===== src/rtl/ibex_irq_arbiter.sv =====
`default_nettype none
// ============================================================================
// Module      : ibex_irq_arbiter
// Description : Collects up to 32 raw interrupt lines (per-source edge or
//               level trigger), masks them with the CSR enable vector and
//               presents the lowest-index active source to the core's
//               interrupt controller with an irq/id/ack handshake.
// Revision    : 1.0 - initial release
// ============================================================================
module ibex_irq_arbiter #(
    parameter int                 NUM_SRC   = 32,
    parameter logic [NUM_SRC-1:0] EDGE_MASK = '0
) (
    input  logic               clk,
    input  logic               rst,
    input  logic [NUM_SRC-1:0] irq_src_i,
    input  logic [NUM_SRC-1:0] irq_en_i,
    input  logic               irq_ack_i,
    output logic               irq_o,
    output logic [4:0]         irq_id_o,
    output logic [NUM_SRC-1:0] irq_pending_o
);

    // Presentation handshake states
    localparam logic [1:0] c_state_idle     = 2'd0;
    localparam logic [1:0] c_state_present  = 2'd1;
    localparam logic [1:0] c_state_wait_clr = 2'd2;

    logic [NUM_SRC-1:0] r_src_q;
    logic [NUM_SRC-1:0] r_pend_q;
    logic [1:0]         r_state;
    logic               r_irq;
    logic [4:0]         r_irq_id;

    logic [NUM_SRC-1:0] w_rise;
    logic [NUM_SRC-1:0] w_ack_clr;
    logic [NUM_SRC-1:0] w_pend_nxt;
    logic [NUM_SRC-1:0] w_eff_pend;
    logic [NUM_SRC-1:0] w_active;
    logic [NUM_SRC-1:0] w_id_onehot;
    logic [4:0]         w_winner;
    logic               w_any_active;
    logic               w_cur_active;
    logic               w_ack_take;
    logic [1:0]         w_state_nxt;
    logic               w_irq_nxt;
    logic [4:0]         w_irq_id_nxt;

    // Edge sources latch into pend_q; level sources follow the sampled line.
    // Only the edge bits of pend_q are ever set, so the mask keeps the two
    // kinds of source cleanly separated.
    assign w_eff_pend    = (EDGE_MASK & r_pend_q) | (~EDGE_MASK & r_src_q);
    assign w_active      = w_eff_pend & irq_en_i;
    assign irq_pending_o = w_eff_pend;

    // A rising edge is judged against the previous sample; after reset the
    // previous sample is zero, so a line already high counts as an edge.
    assign w_rise = irq_src_i & ~r_src_q & EDGE_MASK;

    // Ack is only meaningful while an interrupt is being presented.
    assign w_ack_take = (r_state == c_state_present) && irq_ack_i;
    assign w_ack_clr  = w_ack_take ? (w_id_onehot & EDGE_MASK) : '0;

    // Set has priority over the ack-clear so an edge arriving in the ack
    // cycle is not lost.
    assign w_pend_nxt = (r_pend_q & ~w_ack_clr) | w_rise;

    // Decode the presented id into a source vector (avoids indexing past
    // NUM_SRC when fewer than 32 sources are configured).
    always_comb begin
        w_id_onehot = '0;
        for (int k = 0; k < NUM_SRC; k++) begin
            w_id_onehot[k] = (r_irq_id == 5'(k));
        end
    end

    assign w_cur_active = |(w_active & w_id_onehot);

    // Fixed-priority pick: scanning downwards leaves the lowest index.
    always_comb begin
        w_winner     = '0;
        w_any_active = |w_active;
        for (int k = NUM_SRC - 1; k >= 0; k--) begin
            if (w_active[k]) begin
                w_winner = 5'(k);
            end
        end
    end

    // Next-state and next-output logic of the presentation handshake
    always_comb begin
        w_state_nxt  = r_state;
        w_irq_nxt    = r_irq;
        w_irq_id_nxt = r_irq_id;
        case (r_state)
            c_state_idle: begin
                w_irq_nxt = 1'b0;
                if (w_any_active) begin
                    w_irq_nxt    = 1'b1;
                    w_irq_id_nxt = w_winner;
                    w_state_nxt  = c_state_present;
                end
            end
            c_state_present: begin
                // The id stays frozen here; a newly arrived higher-priority
                // source waits for the next arbitration in IDLE.
                if (irq_ack_i) begin
                    w_irq_nxt   = 1'b0;
                    w_state_nxt = c_state_wait_clr;
                end else if (!w_cur_active) begin
                    w_irq_nxt   = 1'b0;
                    w_state_nxt = c_state_idle;
                end
            end
            c_state_wait_clr: begin
                // One quiet cycle lets the controller return to idle before
                // anything new is offered.
                w_irq_nxt   = 1'b0;
                w_state_nxt = c_state_idle;
            end
            default: begin
                w_irq_nxt   = 1'b0;
                w_state_nxt = c_state_idle;
            end
        endcase
    end

    // Source sampling, pending latch and handshake registers
    always_ff @(posedge clk) begin
        if (rst) begin
            r_src_q  <= '0;
            r_pend_q <= '0;
            r_state  <= c_state_idle;
            r_irq    <= 1'b0;
            r_irq_id <= '0;
        end else begin
            r_src_q  <= irq_src_i;
            r_pend_q <= w_pend_nxt;
            r_state  <= w_state_nxt;
            r_irq    <= w_irq_nxt;
            r_irq_id <= w_irq_id_nxt;
        end
    end

    assign irq_o    = r_irq;
    assign irq_id_o = r_irq_id;

endmodule
`default_nettype wire


===== config.mk =====
export PLATFORM = sky130hd
export DESIGN_NAME = ibex_irq_arbiter
export DESIGN_NICKNAME = d
export VERILOG_FILES = /design/src/rtl/ibex_irq_arbiter.sv
export SDC_FILE = /design/constraint.sdc
export NUM_CORES = 1
export LEC_CHECK = 0
export BUFFER_PORTS_ARGS = -buffer_cell sky130_fd_sc_hd__buf_2
export CAP_MARGIN = 20
export CORE_MARGIN = 2
export CORE_UTILIZATION = 51
export CTS_BUF_LIST = sky130_fd_sc_hd__clkbuf_8
export CTS_CLUSTER_SIZE = 24
export DETAILED_ROUTE_END_ITERATION = 16
export GPL_TIMING_DRIVEN = 0
export PLACE_DENSITY = 0.95
export REMOVE_ABC_BUFFERS = 1
export SYNTH_ARGS = -nofsm -noshare
export SYNTH_HDL_FRONTEND = slang
export SYNTH_SLANG_ARGS = --single-unit

===== constraint.sdc =====
create_clock -name clk -period 3.58 [get_ports clk]
set_input_delay 0.358 -clock clk [delete_from_list [all_inputs] [get_ports clk]]
set_output_delay 0.358 -clock clk [all_outputs]
set_load 0.1 [all_outputs]

==> impl_metrics.yaml, run 1 <==
layout:
  drive_gt1_share_pct: 36.3
  nets: 410
  stdcell_area_um2: 2690
  num_antenna_cells: 0
  area_growth_pct: 30.7
global_route:
  busiest_layer: "met2"
  grt-ovfl-total: 0
  grtUsageMet2_pct: 46.0
  grt_pass1_wl_um: 9390
  grtUsageTotal_pct: 26.9
  use_met1_pct: 32.2
  grt_antenna_before_repair: 0
  grt_max_degree: 38
  grt_pass1_vias: 2189
  use_met3_pct: 4.83
clock_network:
  cts-root-buf: "clkbuf_8"
  cts_tree: "built"
  cts_sinks: 40
  clock_path_buffers: 2
  cts_buffers: 5
  cts_resized: 0
  htreeDepth: 2
  clock_latency_ns: 0.29
  cts.clk_slew.worst_paths_ns: 0.08
  post_cts_buffers: 0
  postCtsHoldBufs: 0
pwr:
  total_leakage_power_nw: 1.26
  ir_drop_mv: 0.274
  power.total_mw: 1.27
  power.density_nw_per_um2: 473
timing:
  setup_slack_ns: 1.54
  hold_ws_ns: 0.272
  fmax_mhz: 490
  finalHoldViolations: 0
  setup_tns_ns: 0
  period_minus_slack_ns: 2.04
  max_slew_margin_pct: 55.2
  fin_crit_sh_pct: 57.0
  rsz0062_at_grt: "false"
  setup_viol: 0
  fin_worst_skew_ns: 0.00786
  drv_slew: 0
  worst_slew_pin_slew_ns: 0.671
routing:
  viasPerCell: 5.88
  drc: 0
  vias: 2318
  routed_wl_um: 5940
  ant_nets: 0
  wl_per_cell_um: 15.1
  drtPass1Iterations: 5
  drt_iter0_drc: 222
placed_design:
  hpwl_um: 4540
  dpl_cell_area_um2: 2600
  port_buffers: 104
  place_congestion: 0.897
  dp_slack_ns: 1.45
run_status:
  run_status: "complete, no violations"
yosys:
  synth_simple_gate_area_share_pct: 33.2
  synth_mux_area_share_pct: 1.09
  ys_async_sr_fraction_pct: 0
  synth_seq_area_share_pct: 38.9
  syn_area_um2: 2060
  yosys_warnings: 0
  synthAdderAreaFrac_pct: 0
  synth_compound_area_share_pct: 23.9
  synthXorXnorAreaFrac_pct: 0
  syn-instance-count: 241
  syn_area_per_cell_um2: 8.55
  synth-edff-count: 0
  synth_top_family_by_area: "simple AND/OR/NAND/NOR gates"
  ys_ff_latch: 40
  ys.flop_type: "dfxtp_1"
  synth_cell_types: 58
run:
  drv_cap: 0
critical_path:
  path_max_fanout: 4
  path_class: "reg -> reg"
  critPathRequiredTime_ns: 3.76
  cp-end-kind: "flop"
  start_kind: "flop"
  crit_arrival_ns: 2.22
floorplan:
  die_y_um: 67.5
  start_util_pct: 52.2
  core_region_area_um2: 3940
  die_w_um: 67.5
  io_pins: 105
  fp-row-count: 23
  dieArea_um2: 4560
worst_hold_path:
  hold_class: "in -> reg"
==> final cells by class <==
class	instances	area [um^2]
Clock inverter	2	7.51
Multi-Input combinational cell	187	1200
Timing Repair Buffer	104	520
Sequential cell	40	801
Tap cell	50	62.6
Inverter	5	18.8
Fill cell	292	1250
Clock buffer	6	82.6
==> cell usage after synthesis, types with 3 or more instances <==
| cell type | n | share of area [%] |
|---|---|---|
| o21a_1 | 4 | 1.5 |
| inv_1 | 5 | 0.91 |
| nand3_1 | 9 | 2.2 |
| dfxtp_1 | 40 | 39 |
| nor2_1 | 9 | 1.6 |
| nor2b_1 | 32 | 9.7 |
| and4_2 | 3 | 1.5 |
| nand2b_1 | 3 | 0.91 |
| o211ai_1 | 5 | 1.8 |
| nand2_1 | 37 | 6.7 |
| a32o_1 | 4 | 1.9 |
| nor3_1 | 3 | 0.73 |
| a22oi_1 | 4 | 1.5 |
| a21oi_1 | 9 | 2.2 |
| o21ai_0 | 9 | 2.2 |
| a22o_1 | 6 | 2.6 |
| o22ai_1 | 3 | 0.91 |
| clkbuf_1 | 7 | 1.3 |
| nand4_1 | 4 | 1.2 |
==> cell usage in the layout, fill, tap and decap left out, drive strengths merged, types with 3 or more instances in the layout <==
cell type and n:
nor2 9, buf 104, nor4 3, nand4 5, o22ai 3, nand2 39
clkbuf 6, o21ai 10, nand3 10, a21oi 9, o211ai 6, a22oi 6
inv 7, dfxtp 40, nand2b 3, and4 4, nor2b 32, o21a 4
nor3 3, a22o 6, a32o 4
==> where the power goes <==
group / total (mW) / switching [mW] / internal (mW) / leakage [nW]
combinational: 0.445 / 0.323 / 0.122 / 0.869
clock: 0.299 / 0.147 / 0.151 / 0.0538
sequential: 0.528 / 0.0517 / 0.477 / 0.333
total: 1.27 / 0.522 / 0.750 / 1.26
==> through the flow <==
step	utilization, %	std cells
floorplan	-	232
global placement	66.0	386
detailed placement	66.0	386
CTS	68.3	394
global route	68.3	394
finish	68.3	394
==> per-layer routing <==
metal | up-vias | wire length [um]
met5 | - | 0
met1 | 1049 | 2320
met2 | 146 | 2960
met4 | 0 | 193
li1 | 1096 | -
met3 | 27 | 454
==> logic make-up after synthesis <==
family | after synthesis
simple gates | 121
flops | 40
compound gates | 65
mux | 1
buf+inv | 14
==> worst max-delay path, stage by stage, from the launching register on <==
cell	delay, ns
dfxtp_1	0.34
a22oi_1	0.37
nand4_2	0.16
or4_4	0.46
o211ai_2	0.26
nor2_1	0.10
a32o_1	0.25
==> sequential cells by signal (all words and copies together), names as in the netlist <==
| signal | count |
|---|---|
| r_state | 2 |
| irq_pending_o | 32 |
| irq_id_o | 5 |
| irq_o | 1 |
==> worst paths after layout <==
| kind | from | endpoint | slack, ns | depth (start not counted) |
|---|---|---|---|---|
| worst max-delay path | irq_pending_o[10]$_SDFF_PP0_ | irq_id_o[2]$_SDFFE_PP0P_ | 1.54 | 6 |
| worst min-delay path | irq_src_i[27] | irq_pending_o[27]$_SDFF_PP0_ | 0.27 | 2 |
| worst max register to register | irq_pending_o[10]$_SDFF_PP0_ | irq_id_o[2]$_SDFFE_PP0P_ | 1.54 | 6 |
| worst min register to register | irq_o$_SDFFE_PP0P_ | irq_o$_SDFFE_PP0P_ | 0.45 | 2 |
Power figures use the tool's default switching activity.
==> run 2: changes to the inputs <==
- CORE_UTILIZATION: 51 -> 42
- PLACE_DENSITY: 0.95 -> 0.9
- clock period: 3.58 -> 1.8 ns (I/O delays scaled with it)
==> impl_metrics.yaml, run 2 (synthesis gave the netlist of run 1 again) <==
critical_path:
  cp_top_family: "simple AND/OR/NAND/NOR gates"
  slowest_stage: "or4_4"
  r2r-end: "irq_id_o[2]$_SDFFE_PP0P_"
  critPathRequiredTime_ns: 1.98
  worstRegToRegCells: 6
  reg2reg_slack_ns: -0.02
  r2r_start: "irq_pending_o[2]$_SDFF_PP0_"
  path_max_fanout: 3
  worstPathCellList: "a22oi_2, nand2_2, or4_4, o211ai_4, nor2_2, a32o_1"
  crit_arrival_ns: 2.00
  cp-end-kind: "flop"
  path_class: "reg -> reg"
  slowest_delay_ns: 0.56
  cp_num_buf_inv: 0
  start_kind: "flop"
pwr:
  p_sw_mw: 1.06
  ir_drop_mv: 0.482
  power.density_nw_per_um2: 894
  pwr-share-comb_pct: 36.8
  total_leakage_power_nw: 1.31
  seqPwrFrac_pct: 41.5
  power.internal_mw: 1.48
  clockPowerShare_pct: 21.6
  switching_share_pct: 41.6
  power.total_mw: 2.54
placed_design:
  dpl_cell_area_um2: 2620
  hpwl_um: 4580
  place_congestion: 0.878
  port_buffers: 104
  dp_cells: 403
timing:
  rsz0062_at_grt: "true"
  setup_tns_ns: -0.0160
  fin_worst_skew_ns: 0.00227
  setup_slack_ns: -0.0160
  drv_slew: 0
  finalHoldViolations: 0
  worst_slew_pin_slew_ns: 0.650
  fin_crit_sh_pct: 101
  max_slew_margin_pct: 56.6
  fmax_mhz: 551
  setup_viol: 1
  period_minus_slack_ns: 1.82
global_route:
  grt-ovfl-total: 0
  grt_max_degree: 38
  grt_antenna_before_repair: 0
  grt_pass1_wl_um: 9440
  grtUsageTotal_pct: 22.0
  grt_pass1_vias: 2153
layout:
  area_growth_pct: 38.0
  layout_commonest_cell: "buf_2"
  most-common-layout-cells: "buf_2, nand2_1, nor2b_1"
  layout.cells.non_filler: 419
  largest_reg_flops: 32
  nets: 419
  drive_gt1_share_pct: 43.2
  stdcell_area_um2: 2840
  nFillCells: 440
  utilization_pct: 60.2
  num_antenna_cells: 0
clock_network:
  cts.clk_slew.worst_paths_ns: 0.07
  cts_tree: "built"
  cts_sinks: 40
  htreeDepth: 2
  clock_path_buffers: 2
  cts_buffers: 5
  cts-root-buf: "clkbuf_8"
  clock_latency_ns: 0.29
routing:
  drtPass1Iterations: 4
  drc: 0
  routed_wl_um: 6170
  vias: 2282
  ant_nets: 0
  wl_per_cell_um: 14.7
  drt_iter0_drc: 193
  viasPerCell: 5.45
run_status:
  failed_checks: "setup timing"
  run_status: "finished with violations"
run:
  drv_cap: 0
floorplan:
  dieArea_um2: 5480
  start_util_pct: 43.6
  die_w_um: 74.0
  fp-row-count: 25
  die_y_um: 74.0
  io_pins: 105
  core_region_area_um2: 4720
worst_hold_path:
  hold_end: "irq_pending_o[4]$_SDFF_PP0_"
  hold_depth: 2
  hold_start: "irq_src_i[4]"
  hold_class: "in -> reg"
[run 2: cell types whose count changed in the layout (fill, tap and decap cells not counted), sizes merged]
cell / before / now
buf: 104 / 113
clkbuf: 6 / 5
clkinv: 0 / 1
inv: 7 / 6
[run 2: area by class of cell]
| class | instances | area [um^2] | area share, % |
|---|---|---|---|
| inverters | 5 | 18.8 | 0.660 |
| repair buffers | 113 | 588 | 20.7 |
| flip-flops and latches | 40 | 822 | 28.9 |
| clock buffers | 5 | 68.8 | 2.42 |
| well taps | 67 | 83.8 | 2.95 |
| clock inverters | 2 | 8.76 | 0.308 |
| multi-input cells | 187 | 1250 | 44.1 |
[run 2: worst max-delay path by stage]
| stage | depth (start not counted) | start | endpoint |
|---|---|---|---|
| floorplan | 5 | irq_id_o[1]$_SDFFE_PP0P_ | irq_o$_SDFFE_PP0P_ |
| global placement | 5 | irq_id_o[1]$_SDFFE_PP0P_ | irq_o$_SDFFE_PP0P_ |
| detailed placement | 6 | irq_pending_o[2]$_SDFF_PP0_ | irq_id_o[2]$_SDFFE_PP0P_ |
| CTS | 6 | irq_pending_o[9]$_SDFF_PP0_ | irq_id_o[2]$_SDFFE_PP0P_ |
| global route | 6 | irq_id_o[3]$_SDFFE_PP0P_ | r_state[0]$_SDFFE_PP0P_ |
| finish | 6 | irq_pending_o[2]$_SDFF_PP0_ | irq_id_o[2]$_SDFFE_PP0P_ |
[run 2: power by group through the flow]
stage / Sequential [mW] / Clock, mW / Combinational (mW)
final: 1.06 / 0.550 / 0.936
after global routing: 1.07 / 0.594 / 0.986
after CTS: 1.05 / 0.572 / 0.898
after detailed placement: 1.07 / 0 / 0.875
after global placement: 1.07 / 0 / 0.865
after floorplan: 1.46 / 0 / 0.257
[run 2: timing repair]
| action | 4_1_cts | 5_1_grt |
|---|---|---|
| setup buffers | 3 | 6 |
| endpoints found under the setup margin | 4 | 5 |
| resized for setup | 13 | 10 |
| hold buffers | 0 | 0 |
| pin swaps | 8 | 4 |
[run 2: through the flow]
step	hold WS, ns	worst slack (ns)
global route	0.0994	-0.0753
global placement	0.387	-0.173
floorplan	0.252	-0.664
CTS	0.0891	0.00409
detailed placement	0.393	-0.163
finish	0.0934	-0.0160
[run 2: layer usage]
metal  vias up  share of wire, %  track usage [%]  routed length [um]
met1      1032                40             27.2                2460
met5         -                 0                0                   0
met3        20               8.7             5.42                 534
li1       1116                 -                -                   -
met2       114                49             37.7                3040
met4         0               2.1             7.07                 132
==> run 3: changes to the inputs <==
- CORE_ASPECT_RATIO: unset -> 1.2
- PLACE_DENSITY: 0.9 -> 0.78
==> impl_metrics.yaml, run 3 (synthesis gave the netlist of run 1 again) <==
run_status:
  run_status: "finished with violations"
  failed_checks: "setup timing"
layout:
  layout_commonest_cell: "buf_2"
  utilization_pct: 60.1
  layout.cells.non_filler: 407
  nFillCells: 421
  largest_reg_flops: 32
  drive_gt1_share_pct: 42.1
  nets: 416
  area_growth_pct: 36.1
  num_antenna_cells: 0
  stdcell_area_um2: 2800
  most-common-layout-cells: "buf_2, nand2_1, nor2b_1, dfxtp_1"
critical_path:
  slowest_stage: "or4_4"
  cp_num_buf_inv: 0
  crit_arrival_ns: 1.99
  start_kind: "flop"
  cp-end-kind: "flop"
  cp_top_family: "compound AO/OA/AOI/OAI gates"
  worstPathCellList: "a22oi_2, nand4_2, or4_4, o211ai_4, nor2_2, a32o_1"
  critPathRequiredTime_ns: 1.97
  slowest_delay_ns: 0.47
  path_max_fanout: 4
  path_class: "reg -> reg"
timing:
  rsz0062_at_grt: "true"
  setup_viol: 1
  setup_slack_ns: -0.0150
  max_slew_margin_pct: 57.4
  hold_ws_ns: 0.0984
  drv_slew: 0
  fin_worst_skew_ns: 0.00463
  period_minus_slack_ns: 1.81
  fmax_mhz: 551
  worst_slew_pin_slew_ns: 0.639
  fin_crit_sh_pct: 101
  finalHoldViolations: 0
  setup_tns_ns: -0.0150
global_route:
  grt_max_degree: 38
  grtUsageTotal_pct: 21.9
  grt_antenna_before_repair: 0
  grt_pass1_wl_um: 9240
  grt_pass1_vias: 2151
  grt-ovfl-total: 0
pwr:
  pwr-share-comb_pct: 36.5
  ir_drop_mv: 0.426
  total_leakage_power_nw: 1.29
  power.density_nw_per_um2: 904
  switching_share_pct: 41.6
  p_sw_mw: 1.05
  clockPowerShare_pct: 22.0
  power.internal_mw: 1.48
  power.total_mw: 2.53
  seqPwrFrac_pct: 41.5
floorplan:
  start_util_pct: 44.2
  die_y_um: 80.7
  die_w_um: 67.9
  core_region_area_um2: 4660
  fp-row-count: 27
  dieArea_um2: 5480
  io_pins: 105
routing:
  ant_nets: 0
  drc: 0
  vias: 2222
  drt_iter0_drc: 111
  drtPass1Iterations: 4
  wl_per_cell_um: 14.7
  viasPerCell: 5.46
  routed_wl_um: 5970
worst_hold_path:
  hold_class: "in -> reg"
clock_network:
  clock_path_buffers: 2
  cts_buffers: 5
  cts_tree: "built"
  cts.clk_slew.worst_paths_ns: 0.08
  cts_sinks: 40
  clock_latency_ns: 0.29
  cts-root-buf: "clkbuf_8"
  htreeDepth: 2
placed_design:
  port_buffers: 104
  dpl_cell_area_um2: 2610
  hpwl_um: 4540
  dp_cells: 394
  place_congestion: 0.902
  dp_slack_ns: -0.186
run:
  drv_cap: 0
## run 3: changes by cell type in the layout (fill, tap and decap cells not counted)
| cell | change |
|---|---|
| dfxtp_4 | -2 |
| nor2_2 | +1 |
| nor2_1 | -1 |
| dfxtp_2 | -1 |
| dfxtp_1 | +3 |
| buf_4 | -3 |
## run 3: path summary, 6_finish.rpt
path | slack, ns | startpoint | end | depth (start not counted)
worst max-delay path | -0.01 | irq_pending_o[10]$_SDFF_PP0_ | irq_id_o[2]$_SDFFE_PP0P_ | 6
worst min-delay path | 0.1 | irq_src_i[5] | irq_pending_o[5]$_SDFF_PP0_ | 2
worst max register to register | -0.01 | irq_pending_o[10]$_SDFF_PP0_ | irq_id_o[2]$_SDFFE_PP0P_ | 6
worst min register to register | 0.47 | irq_o$_SDFFE_PP0P_ | irq_o$_SDFFE_PP0P_ | 2
## run 3: power by group through the flow
| stage | Clock (mW) | Combinational (mW) | Sequential, mW |
|---|---|---|---|
| 6_report | 0.557 | 0.925 | 1.05 |
| 5_1_grt | 0.610 | 0.974 | 1.06 |
| 4_1_cts | 0.567 | 0.897 | 1.05 |
| 3_5_place_dp | 0 | 0.874 | 1.07 |
| 3_3_place_gp | 0 | 0.865 | 1.07 |
| 2_1_floorplan | 0 | 0.257 | 1.46 |
## run 3: cell type report
cell class	instances	area, um^2	share of cell area [%]
Inverter	5	18.8	0.670
Sequential cell	40	813	29.0
Clock inverter	2	8.76	0.312
Clock buffer	5	68.8	2.46
Timing Repair Buffer	110	566	20.2
Multi-Input combinational cell	187	1250	44.8
Tap cell	58	72.6	2.59
## run 3: worst register-to-register path: stages, from the launching register on
cell and delay, ns:
dfxtp_2 0.35, a22oi_2 0.24, nand4_2 0.14, or4_4 0.47, o211ai_4 0.20, nor2_2 0.06, a32o_1 0.24
## run 3: layer usage
layer  vias to the layer above  GRT usage, %  wire length (um)
li1                       1105             -                 -
met1                      1026          24.9              2420
met2                        75          38.5              3100
met3                        16          3.92               306
met4                         0          10.6               135
met5                         -             0                 0
## run 3: timing repair
item | CTS | global route
setup endpoints to repair | 4 | 5
hold buffers | 0 | 0
resized for setup | 15 | 4
pin swaps | 10 | 1
setup buffers | 3 | 3
